<file path="src/rtl/shift_add_multiplier_pkg.sv">
// Shared arithmetic definitions: FSM state encoding and default sizes
// used by the shift-add multiplier and the restoring divider.
package shift_add_multiplier_pkg;

    localparam int DEF_WIDTH = 10;
    localparam int DEF_CNT_W = 4;

    typedef enum logic [1:0] {
        IDLE = 2'd0,
        LOAD = 2'd1,
        CALC = 2'd2,
        DONE = 2'd3
    } state_t;

endpackage

</file>
<file path="src/rtl/shift_add_multiplier_ctrl.sv">
// Controller for the shift-add multiplier: FSM and iteration counter.
// In: clk, clr, start, operand_zero. Out: load/clear/shift strobes, busy, done.
module mult_controller
    import shift_add_multiplier_pkg::*;
#(
    parameter int WIDTH = DEF_WIDTH,
    parameter int CNT_W = DEF_CNT_W
) (
    input  logic clk,
    input  logic clr,
    input  logic start,
    input  logic operand_zero,
    output logic load_op,
    output logic zero_go,
    output logic clear_acc,
    output logic shift_en,
    output logic busy,
    output logic done
);

    state_t state;
    state_t state_nx;
    logic [CNT_W-1:0] cnt;
    logic last_iter;

    assign last_iter = (cnt == CNT_W'(WIDTH - 1));

    always_ff @(posedge clk or negedge clr) begin
        if (!clr) begin
            state <= IDLE;
            cnt   <= '0;
        end else begin
            state <= state_nx;
            if (clear_acc) begin
                cnt <= '0;
            end else if (shift_en) begin
                cnt <= cnt + 1'b1;
            end
        end
    end

    always_comb begin
        state_nx  = state;
        load_op   = 1'b0;
        zero_go   = 1'b0;
        clear_acc = 1'b0;
        shift_en  = 1'b0;
        busy      = 1'b0;
        done      = 1'b0;
        unique case (state)
            IDLE: begin
                if (start) begin
                    if (operand_zero) begin
                        zero_go  = 1'b1;
                        state_nx = DONE;
                    end else begin
                        load_op  = 1'b1;
                        state_nx = LOAD;
                    end
                end
            end
            LOAD: begin
                clear_acc = 1'b1;
                busy      = 1'b1;
                state_nx  = CALC;
            end
            CALC: begin
                shift_en = 1'b1;
                busy     = 1'b1;
                if (last_iter) begin
                    state_nx = DONE;
                end
            end
            DONE: begin
                done     = 1'b1;
                state_nx = IDLE;
            end
        endcase
    end

endmodule

</file>
<file path="src/rtl/shift_add_multiplier.sv">
// Sequential unsigned shift-and-add multiplier, WIDTH x WIDTH -> 2*WIDTH.
// In: clk, clr, start, a_in, b_in. Out: busy, done, product, overflow, zero_operand.
module shift_add_multiplier
    import shift_add_multiplier_pkg::*;
#(
    parameter int WIDTH = DEF_WIDTH,
    parameter int CNT_W = DEF_CNT_W
) (
    input  logic               clk,
    input  logic               clr,
    input  logic               start,
    input  logic [WIDTH-1:0]   a_in,
    input  logic [WIDTH-1:0]   b_in,
    output logic               busy,
    output logic               done,
    output logic [2*WIDTH-1:0] product,
    output logic               overflow,
    output logic               zero_operand
);

    logic [WIDTH-1:0] m;
    logic [WIDTH:0]   acc;
    logic [WIDTH-1:0] q;
    logic [WIDTH-1:0] addend;
    logic [WIDTH:0]   sum;
    logic operand_zero;
    logic load_op;
    logic zero_go;
    logic clear_acc;
    logic shift_en;

    assign operand_zero = (a_in == '0) || (b_in == '0);

    mult_controller #(
        .WIDTH(WIDTH),
        .CNT_W(CNT_W)
    ) u_ctrl (
        .clk         (clk),
        .clr         (clr),
        .start       (start),
        .operand_zero(operand_zero),
        .load_op     (load_op),
        .zero_go     (zero_go),
        .clear_acc   (clear_acc),
        .shift_en    (shift_en),
        .busy        (busy),
        .done        (done)
    );

    assign addend = q[0] ? m : '0;
    assign sum    = {1'b0, acc[WIDTH-1:0]} + {1'b0, addend};

    always_ff @(posedge clk or negedge clr) begin
        if (!clr) begin
            m            <= '0;
            acc          <= '0;
            q            <= '0;
            zero_operand <= 1'b0;
        end else begin
            if (load_op) begin
                q <= a_in;
                m <= b_in;
            end
            if (zero_go) begin
                acc          <= '0;
                q            <= '0;
                zero_operand <= 1'b1;
            end
            if (clear_acc) begin
                acc          <= '0;
                zero_operand <= 1'b0;
            end
            // Carry from the add lands in acc's MSB-1 after the shift.
            if (shift_en) begin
                acc <= {1'b0, sum[WIDTH:1]};
                q   <= {sum[0], q[WIDTH-1:1]};
            end
        end
    end

    assign product  = {acc[WIDTH-1:0], q};
    // acc[WIDTH] is zero after every shift, so this equals |product upper half.
    assign overflow = |acc;

endmodule

</file>
<file path="config.mk">
export PLATFORM = sky130hd
export DESIGN_NAME = shift_add_multiplier
export DESIGN_NICKNAME = d
export VERILOG_FILES = /design/src/rtl/shift_add_multiplier_pkg.sv /design/src/rtl/shift_add_multiplier_ctrl.sv /design/src/rtl/shift_add_multiplier.sv
export SDC_FILE = /design/constraint.sdc
export NUM_CORES = 1
export LEC_CHECK = 0
export ABC_CLOCK_PERIOD_IN_PS = 3000
export CORE_MARGIN = 4
export CORE_UTILIZATION = 48
export DETAILED_ROUTE_END_ITERATION = 8
export PLACE_DENSITY_LB_ADDON = 0.1
export SLEW_MARGIN = 10
export SYNTH_ARGS = -nofsm -noshare
export SYNTH_HDL_FRONTEND = slang
export SYNTH_SLANG_ARGS = --single-unit
</file>
<file path="constraint.sdc">
create_clock -name clk -period 3 [get_ports clk]
set_clock_uncertainty 0.1 [all_clocks]
set_input_delay 0.9 -clock clk [delete_from_list [all_inputs] [get_ports clk]]
set_output_delay 0.9 -clock clk [all_outputs]
set_load 0.05 [all_outputs]
</file>
==> out/results.ini <==
[run]
cap_viol_max_count = 0

[sta]
worst_slack_ps = 122
setup_viol = 0
drv_slew = 0
hold_ws_ps = 389
rsz0062_at_grt = no
tightest_slew_ps = 524
finalSetupTns_ps = 0
slew_headroom_pct = 64.1
fin_crit_sh_pct = 95.9
period_needed_ps = 2880
fmax_mhz = 347
final_hold_viol_count = 0

[global_route]
grt_remaining_overflow = 0
grt_pass1_vias = 1837
grt_usage_pct = 18.9
grt_max_degree = 38
antenna_found_initial = 0
grt_pass1_wl_mm = 8.34

[detailed_routing]
vias = 1841
routed_wl_mm = 4.95
drc = 0
postRouteAntennaNets = 0
post_drt_wl_per_cell_um = 15.2
drt-initial-drc-count = 154
via_per_inst = 5.66
drtPass1Iterations = 6

[power_and_ir_drop]
irDropWorstVdd_mv = 0.536
switchingPower_w = 0.00142
leakage_nw = 1.31
p_int_w = 0.00161
sw_frac_of_total_pct = 46.8
p_per_area_mw_per_mm2 = 1050
seq_power_share_pct = 28.7
p_comb_share_pct = 58.4
clkPwrFrac_pct = 13.0

[die]
die_y_um = 75.7
die_w_um = 75.7
initial_core_util_pct = 50.2
dieArea_mm2 = 0.00573
core_mm2 = 0.00438
rows = 24
io_pins = 47

[synthesis]
yosysTopAreaCellShare_pct = 42.1
synth_compound_area_share_pct = 19.1
synth-edff-count = 0
async_reset_ff_share_pct = 100
synth-seq-area-share_pct = 42.1
yosys.area.top_type = dfrtp_1
synth_flop_cell = dfrtp_1
netlist_area_mm2 = 0.00220
ys_ff_latch = 37
syn_inst = 217
synth_nets = 257
synth-simple-area-share_pct = 15.6
synthMuxAreaShare_pct = 7.05
yosys_warnings = 0
synth_area_leaders = dfrtp_1 42%, ha_1 9.1%, mux2_1 5.1%, nand2_1 4.9%, o21ai_0 3.6%
synth-xor-area-share_pct = 2.79
synth_area_per_cell_um2 = 10.1
ys_types = 45
synth_top_family_by_area = compound AO/OA/AOI/OAI gates
synthAdderAreaFrac_pct = 10.0

[cells_and_area]
n_antenna_cell = 0
multi_input_area_mm2 = 0.00120
drive_above_1_share_pct = 11.4
final_cell_mix = 45 x clkdlybuf4s50_1, 37 x dfrtp_1, 29 x nand2_1
fill_cells = 361
area.growth.synth_to_final_pct = 30.5
final_core_util_pct = 65.5
final_common_cell = clkdlybuf4s50_1
regArea_um2 = 926
fin_nets = 312

[clocking]
cts-htree-levels = 2
root_buffer = clkbuf_8
clk_pin_slew_ps = 80
clk_latency_ps = 290
cts_tree = yes
cts_setup_buffers = 0
cts.sinks = 37
cts_resized = 0
cts.hold.buffers_added = 0
cts_made_buffers = 5
cts.path.max_buffers = 2

[critical_path]
cp-start-kind = flop
crit_type = reg -> out
cpPeakStageDelay_ps = 700
path_max_fanout = 5
cp_slowest_cell = clkdlybuf4s50_1
critPathRequiredTime_ps = 2000
cp.arrival_ps = 1880
cp-end-kind = output pin
crit_chain = nor4_1 > nand3_1 > clkdlybuf4s50_1

[status]
status = completed

[place]
place_congestion = 0.781
place_hpwl_mm = 3.64
port_buffers = 46
post-place-ws_ps = 96.6

[min_path]
worstHoldPathType = reg -> reg

[critical path, delay by kind of cell (launching register included)]
kind / cells / cell delay [ps]
buf+inv: 1 / 700
simple gates: 2 / 450
flops: 1 / 440
[per-layer routing]
layer	up-vias	wire, um	track usage (%)
li1	894	-	-
met3	8	200	4.75
met1	892	2280	24.9
met2	47	2410	30.4
met4	0	60	6.21
met5	-	0	0
[cell families after synthesis]
family,Yosys count
compound gates,58
xor+xnor,7
fa+ha+maj,17
buf+inv,14
flops,37
mux,14
simple gates,70
[power groups by stage]
stage | Sequential [W] | Combinational, W | Clock, W
after floorplan | 0.00115 | 0.000984 | 0
after global placement | 0.000870 | 0.00174 | 0
after detailed placement | 0.000874 | 0.00177 | 0
after CTS | 0.000868 | 0.00178 | 0.000400
after global routing | 0.000891 | 0.00193 | 0.000417
final | 0.000868 | 0.00177 | 0.000392
[registers in the layout (all words and copies together), names as in the netlist]
| register | cells |
|---|---|
| u_ctrl.state | 2 |
| m | 10 |
| acc | 10 |
| q | 10 |
| u_ctrl.cnt | 4 |
| zero_operand | 1 |
[area by class of cell]
type	instances	area share [%]
Inverter	6	0.784
Tap cell	52	2.27
Clock inverter	1	0.174
Multi-Input combinational cell	166	41.7
Sequential cell	37	32.2
Timing Repair Buffer	56	19.4
Clock buffer	7	3.36
[stage by stage]
stage                     instances  instance area [um2]  power, W
after global routing            325                 2870   0.00324
after detailed placement        317                 2770   0.00264
final                           325                 2870   0.00303
after CTS                       325                 2870   0.00305
after global placement          317                 2770   0.00261
after floorplan                 217                 2200   0.00213
[final timing paths]
kind                            slack, ps    from  cells past startpoint  endpoint
worst max register to register        420    q[0]                      7    acc[8]
worst max-delay path                  120  acc[1]                      3  overflow
worst min-delay path                  390    m[2]                      1      m[2]
max in group asynchronous            1520     clr                      2      m[6]
worst min register to register        390    m[2]                      1      m[2]
min in group asynchronous             930     clr                      2      m[7]
[synthesized netlist by cell type, types with 2 or more instances]
master     number
xnor2_1         3
clkbuf_1        5
a2bb2oi_1       6
ha_1           16
a21oi_1         7
and2_1         10
dfrtp_1        37
mux2_2          2
mux2_1         10
inv_1           6
a21o_1          5
a22o_2          3
mux2i_1         2
nor4_1          5
nor2_1          7
a31o_2          2
nand3_1         9
nor3_1          2
nand2_1        29
a21boi_0        4
o21ai_0        16
xor2_1          4
o31ai_1         5
Power figures use the tool's default switching activity.
